$ cat src/rtl/fx_arb.sv
// fx_arb: two-master round-robin arbiter issuing one single-beat fx bus write or read per grant
module fx_arb #(
  parameter int AW     = 22,
  parameter int DW     = 8,
  parameter int RD_LAT = 2
) (
  input  logic          clk_sys,
  input  logic          rst,
  input  logic          m0_req,
  input  logic          m0_we,
  input  logic [AW-1:0] m0_addr,
  input  logic [DW-1:0] m0_wdata,
  output logic          m0_ack,
  output logic [DW-1:0] m0_rdata,
  input  logic          m1_req,
  input  logic          m1_we,
  input  logic [AW-1:0] m1_addr,
  input  logic [DW-1:0] m1_wdata,
  output logic          m1_ack,
  output logic [DW-1:0] m1_rdata,
  output logic          fx_wr,
  output logic [AW-1:0] fx_waddr,
  output logic [DW-1:0] fx_data,
  output logic          fx_rd,
  output logic [AW-1:0] fx_raddr,
  input  logic [DW-1:0] fx_q,
  output logic [1:0]    gnt,
  output logic          busy
);
  typedef enum logic [1:0] {IDLE, ISSUE, WAIT, ACK} state_t;
  localparam logic [2:0] LAT = 3'(RD_LAT);
  state_t        state_q;
  logic          ptr_q, win_q, wr_q, rd_q, busy_q;
  logic [1:0]    gnt_q, ack_q;
  logic [2:0]    cnt_q;
  logic [AW-1:0] waddr_q, raddr_q;
  logic [DW-1:0] data_q, rdata0_q, rdata1_q;
  logic          win_d, we_d;
  logic [AW-1:0] addr_d;
  logic [DW-1:0] wdata_d;
  logic [1:0]    gnt_d;
  assign win_d   = (m0_req & m1_req) ? ptr_q : m1_req;
  assign we_d    = win_d ? m1_we : m0_we;
  assign addr_d  = win_d ? m1_addr : m0_addr;
  assign wdata_d = win_d ? m1_wdata : m0_wdata;
  assign gnt_d   = win_d ? 2'b10 : 2'b01;
  // Sequencer: IDLE arbitrates and preloads the ISSUE strobes, so every output is a flop
  always_ff @(posedge clk_sys) begin
    if (rst) begin
      state_q  <= IDLE;
      ptr_q    <= 1'b0;
      win_q    <= 1'b0;
      wr_q     <= 1'b0;
      rd_q     <= 1'b0;
      busy_q   <= 1'b0;
      gnt_q    <= 2'b00;
      ack_q    <= 2'b00;
      cnt_q    <= 3'd0;
      waddr_q  <= '0;
      raddr_q  <= '0;
      data_q   <= '0;
      rdata0_q <= '0;
      rdata1_q <= '0;
    end else begin
      case (state_q)
        IDLE: if (m0_req | m1_req) begin
          state_q <= ISSUE;
          win_q   <= win_d;
          ptr_q   <= ~win_d;
          gnt_q   <= gnt_d;
          busy_q  <= 1'b1;
          wr_q    <= we_d;
          rd_q    <= ~we_d;
          waddr_q <= we_d ? addr_d : '0;
          data_q  <= we_d ? wdata_d : '0;
          raddr_q <= we_d ? '0 : addr_d;
        end
        ISSUE: begin
          state_q <= wr_q ? ACK : WAIT;
          ack_q   <= wr_q ? gnt_q : 2'b00;
          cnt_q   <= LAT;
          wr_q    <= 1'b0;
          rd_q    <= 1'b0;
          waddr_q <= '0;
          raddr_q <= '0;
          data_q  <= '0;
        end
        WAIT: begin
          cnt_q <= cnt_q - 3'd1;
          if (cnt_q == 3'd1) begin
            state_q <= ACK;
            ack_q   <= gnt_q;
            if (win_q) rdata1_q <= fx_q;
            else rdata0_q <= fx_q;
          end
        end
        ACK: begin
          state_q <= IDLE;
          ack_q   <= 2'b00;
          gnt_q   <= 2'b00;
          busy_q  <= 1'b0;
        end
        default: state_q <= IDLE;
      endcase
    end
  end
  assign m0_ack   = ack_q[0];
  assign m1_ack   = ack_q[1];
  assign m0_rdata = rdata0_q;
  assign m1_rdata = rdata1_q;
  assign fx_wr    = wr_q;
  assign fx_rd    = rd_q;
  assign fx_waddr = waddr_q;
  assign fx_raddr = raddr_q;
  assign fx_data  = data_q;
  assign gnt      = gnt_q;
  assign busy     = busy_q;
endmodule

$ cat config.mk
export PLATFORM = sky130hd
export DESIGN_NAME = fx_arb
export DESIGN_NICKNAME = d
export VERILOG_FILES = /design/src/rtl/fx_arb.sv
export SDC_FILE = /design/constraint.sdc
export NUM_CORES = 1
export LEC_CHECK = 0
export BUFFER_PORTS_ARGS = -buffer_cell sky130_fd_sc_hd__buf_2
export CELL_PAD_IN_SITES_DETAIL_PLACEMENT = 0
export CELL_PAD_IN_SITES_GLOBAL_PLACEMENT = 1
export CORE_AREA = 2 2 101 103
export CTS_BUF_LIST = sky130_fd_sc_hd__clkbuf_4
export CTS_CLUSTER_DIAMETER = 50
export CTS_CLUSTER_SIZE = 28
export DETAILED_ROUTE_END_ITERATION = 7
export DIE_AREA = 0 0 103 105
export PLACE_DENSITY_LB_ADDON = 0.1
export RECOVER_POWER = 100
export REMOVE_ABC_BUFFERS = 1
export SLEW_MARGIN = 20
export SYNTH_ARGS = -nofsm -noshare
export SYNTH_HDL_FRONTEND = slang
export SYNTH_SLANG_ARGS = --single-unit
$ cat constraint.sdc
create_clock -name clk_sys -period 2 [get_ports clk_sys]
set_input_delay 0.1 -clock clk_sys [delete_from_list [all_inputs] [get_ports clk_sys]]
set_output_delay 0.1 -clock clk_sys [all_outputs]
set_load 0.1 [all_outputs]
==> results of run 1 <==
Yosys cell counts (4+ instances only):
master and instances:
o31ai_1 52, clkbuf_1 6, nand2b_1 4, ha_1 6, buf_2 8, buf_4 10
inv_1 7, nand2_1 74, a21oi_1 15, nor2_1 17, dfxtp_1 82, mux2i_1 39
flip-flops by register name, indices dropped and copies added, names as in the netlist:
signal,count
ack_q,2
busy,1
cnt_q,3
fx_data,8
fx_raddr,22
fx_rd,1
fx_waddr,22
fx_wr,1
gnt,2
m0_rdata,8
m1_rdata,8
ptr_q,1
state_q,2
win_q,1
final timing paths:
check	slack, ns	start	to	cells after the start
setup / recovery	0.18	state_q[1]$_SDFFE_PP0P_	fx_data[5]$_SDFFE_PP0P_	5
hold / removal	0.02	m1_wdata[3]	fx_data[3]$_SDFFE_PP0P_	3
setup reg to reg	0.18	state_q[1]$_SDFFE_PP0P_	fx_data[5]$_SDFFE_PP0P_	5
hold reg to reg	0.46	fx_raddr[15]$_SDFFE_PP0P_	fx_raddr[15]$_SDFFE_PP0P_	2
power groups by stage:
stage	combinational (W)	clock, W	sequential [W]
after global placement	0.00295	0	0.00204
after CTS	0.00300	0.00103	0.00200
after detailed placement	0.00296	0	0.00204
final	0.00294	0.000990	0.00201
after global routing	0.00314	0.00111	0.00204
after floorplan	0.000907	0	0.00335
kinds of logic after synthesis:
| family | count (synthesis) | synth area share [%] |
|---|---|---|
| DFF | 82 | 48.1 |
| adders and majority gates | 6 | 2.20 |
| and+or+nand+nor | 110 | 14.2 |
| muxes | 39 | 11.4 |
| AOI/OAI and AO/OA | 87 | 18.3 |
| buffers and inverters | 34 | 5.79 |
timing repair:
item,4_1_cts,5_1_grt
setup endpoints to repair,0,2
hold buffers,19,1
gates resized for setup,0,1
hold endpoints to repair,25,1
layout by cell type (no fill, tap or decap), types with 10 or more instances in the layout:
cell type       n
dlygate4sd3_1  20
a21oi_1        15
buf_2          73
nor2_1         17
clkbuf_4       10
nand2_1        74
clkbuf_2       70
o31ai_1        52
mux2i_1        39
dfxtp_1        82
final cells by class:
type	instances	share of cell area [%]
Clock buffer	10	1.63
Clock inverter	6	1.44
Inverter	7	0.570
Multi-Input combinational cell	242	34.3
Sequential cell	82	35.6
Tap cell	133	3.61
Timing Repair Buffer	179	22.9
worst min-delay path, delay by kind of cell:
family          cells  cell delay [ns]
buf+inv             1             0.08
compound gates      1             0.18
mux                 1             0.06
through the flow:
step           util (%)  setup slack, ns
2_1_floorplan         -           -0.141
3_3_place_gp       44.4            0.264
3_5_place_dp       44.4            0.224
4_1_cts            47.9            0.108
5_1_grt            47.9           0.0317
6_report           47.9            0.182
per-layer routing:
layer	vias to the layer above	routed length [um]	GRT usage, %	share of wire [%]
met1	1438	4130	22.2	46
li1	1590	-	-	-
met3	10	566	4.75	6.2
met2	105	4230	27.1	47
met5	-	0	0	0
met4	0	129	5.92	1.4
==> results.py, run 1 <==
metrics = {
    "logic_synthesis": {
        "yosysWarnings": 0,
        "avgSynthCellArea_um2": 9.54,
        "yosys.area.top_type_share_pct": 48.1,
        "synth_seq_cells": 82,
        "yosys-top-cells-area": "dfxtp_1 48%, mux2i_1 11%, o31ai_1 11%, nand2_1 8.1%, a21oi_1 2.2%",
        "syn-cell-area_mm2": 0.00341,
        "synthCells": 358,
        "synth.distinct_cells": 34,
        "synth_edf_count": 0,
        "synth_flop_cell": "dfxtp_1",
        "ys_seq_area_share_pct": 48.1,
        "yosysTopAreaCell": "dfxtp_1",
        "synthArstFlopShare_pct": 0,
    },
    "setup_path": {
        "arrival_ns": 2.15,
        "required_ns": 2.33,
        "cp_cell_sequence": "inv_1, ha_1, or3b_2, buf_8, o31ai_1",
        "startpoint_type": "flip-flop",
        "path_class": "flip-flop to flip-flop",
        "path_max_fanout": 53,
        "cp_top_family": "simple AND/OR/NAND/NOR gates",
        "cp_slowest_cell": "or3b_2",
        "end_kind": "flip-flop",
        "crit_buf_inv": 2,
        "cpPeakStageDelay_ns": 0.50,
    },
    "clock_network": {
        "htree_levels": 3,
        "clkTransAtPathRegs_ns": 0.14,
        "numCtsBuffers": 9,
        "clockRootBuffer": "clkbuf_4",
        "clockBufferDepth": 2,
        "cts_tree": "done",
        "clkLatencyLatePin_ns": 0.41,
        "cts_setup_buffers": 0,
        "cts.sinks": 82,
    },
    "global_routing": {
        "antenna_found_initial": 0,
        "grt_pass1_vias": 3000,
        "overflow": 0,
        "grt_max_degree": 54,
        "grt_usage_pct": 17.1,
        "grt_pass1_wl_mm": 14.6,
    },
    "pwr": {
        "leakage_nw": 2.02,
        "netSwitchingPower_w": 0.00302,
        "p_seq_share_pct": 33.8,
        "ir_drop_mv": 0.507,
        "powerDensity_mw_per_mm2": 1290,
        "clock_power_share_pct": 16.6,
        "finalPower_w": 0.00595,
        "power.internal_w": 0.00293,
        "switching_share_pct": 50.8,
        "pwr-share-comb_pct": 49.5,
    },
    "die": {
        "start_util_pct": 35.4,
        "coreArea_mm2": 0.00964,
        "fp.dieW_um": 103,
        "die-area_mm2": 0.0108,
        "die_h_um": 105,
        "pin_count": 149,
        "rows": 36,
    },
    "final_layout": {
        "final_cells": 659,
        "seq_area_mm2": 0.00164,
        "diodes": 0,
        "multi_input_area_mm2": 0.00158,
        "fillers": 984,
        "drive_gt1_share_pct": 33.1,
        "finalInstanceArea_mm2": 0.00461,
        "area_growth_pct": 35.1,
        "final_nets": 601,
    },
    "timing": {
        "skew_ns": 0.0178,
        "worst_pin_slew_ns": 1.17,
        "final-max-slew-violation-count": 0,
        "setup_viol": 0,
        "slew_headroom_pct": 22.4,
        "hold_viol": 0,
        "hold_ws_ns": 0.0234,
        "fin_crit_sh_pct": 90.9,
        "fmax_ghz": 0.550,
        "rsz0062_at_grt": "no",
        "layout_min_cycle_time_ns": 1.82,
        "fin_tns_setup_ns": 0,
    },
    "detailed_routing": {
        "drc_errors": 0,
        "dr.pass1.iters": 4,
        "vias": 3143,
        "wl_per_cell_um": 13.7,
        "drt_iter0_drc": 115,
        "via_per_inst": 4.77,
        "antenna_left": 0,
        "routed_wirelength_mm": 9.06,
    },
    "worst_hold_path": {
        "holdCritPathClass": "input port to flip-flop",
    },
    "placement": {
        "placed_cells": 623,
        "placed_area_mm2": 0.00428,
        "dp_hpwl_mm": 6.17,
        "place.gp.congestion": 0.733,
        "port-buffer-count": 148,
    },
    "flow_run": {
        "maxCapViolCount": 0,
    },
    "run_status": {
        "status": "complete, no violations",
    },
}
No activity file was read; power rests on OpenSTA's default activity.
==> inputs of run 2 (changes only) <==
--- a/config.mk
+++ b/config.mk
@@ -8,12 +8,12 @@
 export BUFFER_PORTS_ARGS = -buffer_cell sky130_fd_sc_hd__buf_2
 export CELL_PAD_IN_SITES_DETAIL_PLACEMENT = 0
 export CELL_PAD_IN_SITES_GLOBAL_PLACEMENT = 1
-export CORE_AREA = 2 2 101 103
+export CORE_AREA = 2 2 98 100
 export CTS_BUF_LIST = sky130_fd_sc_hd__clkbuf_4
 export CTS_CLUSTER_DIAMETER = 50
 export CTS_CLUSTER_SIZE = 28
 export DETAILED_ROUTE_END_ITERATION = 7
-export DIE_AREA = 0 0 103 105
+export DIE_AREA = 0 0 100 102
 export PLACE_DENSITY_LB_ADDON = 0.1
 export RECOVER_POWER = 100
 export REMOVE_ABC_BUFFERS = 1
==> constraint.sdc (replaced) <==
create_clock -name clk_sys -period 2.3 [get_ports clk_sys]
set_input_delay 0.115 -clock clk_sys [delete_from_list [all_inputs] [get_ports clk_sys]]
set_output_delay 0.115 -clock clk_sys [all_outputs]
set_load 0.1 [all_outputs]
==> results.py, run 2 (synthesized netlist as in run 1, its figures left out) <==
metrics = {
    "run_status": {
        "status": "complete, no violations",
    },
    "detailed_routing": {
        "dr.pass1.iters": 4,
        "via_per_inst": 4.87,
        "drt_iter0_drc": 93,
        "vias": 3038,
        "antenna_left": 0,
        "wl_per_cell_um": 14.2,
        "drc_errors": 0,
        "routed_wirelength_mm": 8.83,
    },
    "clock_network": {
        "cts_tree": "done",
        "numCtsBuffers": 9,
        "holdBufCountCts": 9,
        "clkLatencyLatePin_ns": 0.40,
        "htree_levels": 3,
        "clockBufferDepth": 2,
        "post_cts_resized": 0,
        "cts.sinks": 82,
        "cts_setup_buffers": 0,
        "clockRootBuffer": "clkbuf_4",
        "clkTransAtPathRegs_ns": 0.12,
    },
    "setup_path": {
        "cpPeakStageDelay_ns": 0.48,
        "cp_cell_sequence": "inv_1, ha_1, or3b_1, a21oi_4, buf_6, nand2_1, o31ai_1",
        "path_max_fanout": 52,
        "path_class": "flip-flop to flip-flop",
        "cp_slowest_cell": "or3b_1",
        "startpoint_type": "flip-flop",
        "required_ns": 2.62,
        "end_kind": "flip-flop",
        "arrival_ns": 2.32,
    },
    "timing": {
        "finalWorstSetupSlack_ns": 0.295,
        "fin_crit_sh_pct": 87.2,
        "rsz0062_at_grt": "no",
        "fmax_ghz": 0.499,
        "slew_headroom_pct": 18.9,
        "final-max-slew-violation-count": 0,
        "setup_viol": 0,
        "skew_ns": 0.0188,
        "hold_viol": 0,
        "layout_min_cycle_time_ns": 2.00,
        "fin_tns_setup_ns": 0,
        "worst_pin_slew_ns": 1.22,
    },
    "final_layout": {
        "area_growth_pct": 25.9,
        "final_cell_mix": "82 x dfxtp_1, 76 x clkbuf_1, 74 x nand2_1, 73 x buf_2, 52 x o31ai_1",
        "drive_gt1_share_pct": 20.3,
        "layout_commonest_cell": "dfxtp_1",
        "fin_util_pct": 47.2,
        "final_cells": 624,
        "final_nets": 588,
        "diodes": 0,
    },
    "placement": {
        "placed_cells": 599,
        "dp_hpwl_mm": 6.25,
        "preCtsSetupSlack_ns": 0.307,
        "port-buffer-count": 148,
        "place.gp.congestion": 0.752,
    },
    "pwr": {
        "leakage_nw": 1.71,
        "ir_drop_mv": 0.390,
        "powerDensity_mw_per_mm2": 1140,
    },
    "global_routing": {
        "grt_usage_pct": 17.0,
        "overflow": 0,
        "grt_max_degree": 54,
        "grt_pass1_wl_mm": 13.8,
        "antenna_found_initial": 0,
        "grt_pass1_vias": 2816,
    },
    "die": {
        "coreArea_mm2": 0.00911,
        "die-area_mm2": 0.0102,
        "pin_count": 149,
        "start_util_pct": 37.5,
        "fp.dieW_um": 100,
        "die_h_um": 102,
        "rows": 35,
    },
    "flow_run": {
        "maxCapViolCount": 0,
    },
    "worst_hold_path": {
        "holdCritPathClass": "input port to flip-flop",
    },
}
## run 2: cell count changes in the layout (fill, tap and decap cells not counted), sizes merged
cell         before  now
dlygate4sd3      20    9
buf              84   81
clkbuf           85   87
clkinv            2    4
clkinvlp          2    0
bufinv            1    0
## run 2: final timing paths
check	start	cells past startpoint	slack [ns]	endpoint
worst max register to register	state_q[1]$_SDFFE_PP0P_	7	0.30	fx_waddr[0]$_SDFFE_PP0P_
worst max-delay path	state_q[1]$_SDFFE_PP0P_	7	0.30	fx_waddr[0]$_SDFFE_PP0P_
worst min register to register	m1_rdata[5]$_SDFFE_PP0P_	2	0.46	m1_rdata[5]$_SDFFE_PP0P_
worst min-delay path	m1_req	2	0.03	ptr_q$_SDFFE_PP0P_
## run 2: metrics by stage
step,total power (W),area (um2),hold slack (ns)
2_1_floorplan,0.00370,3240,0.184
3_3_place_gp,0.00432,4220,0.363
3_5_place_dp,0.00433,4220,0.364
4_1_cts,0.00508,4420,0.00428
5_1_grt,0.00520,4300,0.0218
6_report,0.00491,4300,0.0335
## run 2: cell type report
cell class	instances	area, um2
clock buffer	11	82.6
fill	954	4810
sequential	82	1640
inverter	7	26.3
timing repair buffer	166	805
multi-input combinational	242	1580
tap	111	139
clock inverter	5	28.8
## run 2: worst max-delay path: cells and delay by family, from the launching register on
| kind | cells | cell delay (ns) |
|---|---|---|
| fa+ha+maj | 1 | 0.28 |
| buf+inv | 2 | 0.42 |
| flops | 1 | 0.37 |
| compound gates | 2 | 0.23 |
| simple gates | 2 | 0.58 |
## run 2: report_power, final
part | internal (W) | total (W) | switching (W) | leakage (nW)
clock | 0.000245 | 0.000727 | 0.000482 | 0.0708
combinational | 0.000476 | 0.00244 | 0.00196 | 0.973
sequential | 0.00162 | 0.00174 | 0.000122 | 0.666
total | 0.00234 | 0.00491 | 0.00257 | 1.71
## run 2: routing by layer
layer	GRT usage, %	up-vias	wire [um]
met5	0	-	0
met4	6.11	0	125
met3	4.45	11	607
met2	28.0	91	4230
met1	21.8	1376	3870
li1	-	1560	-
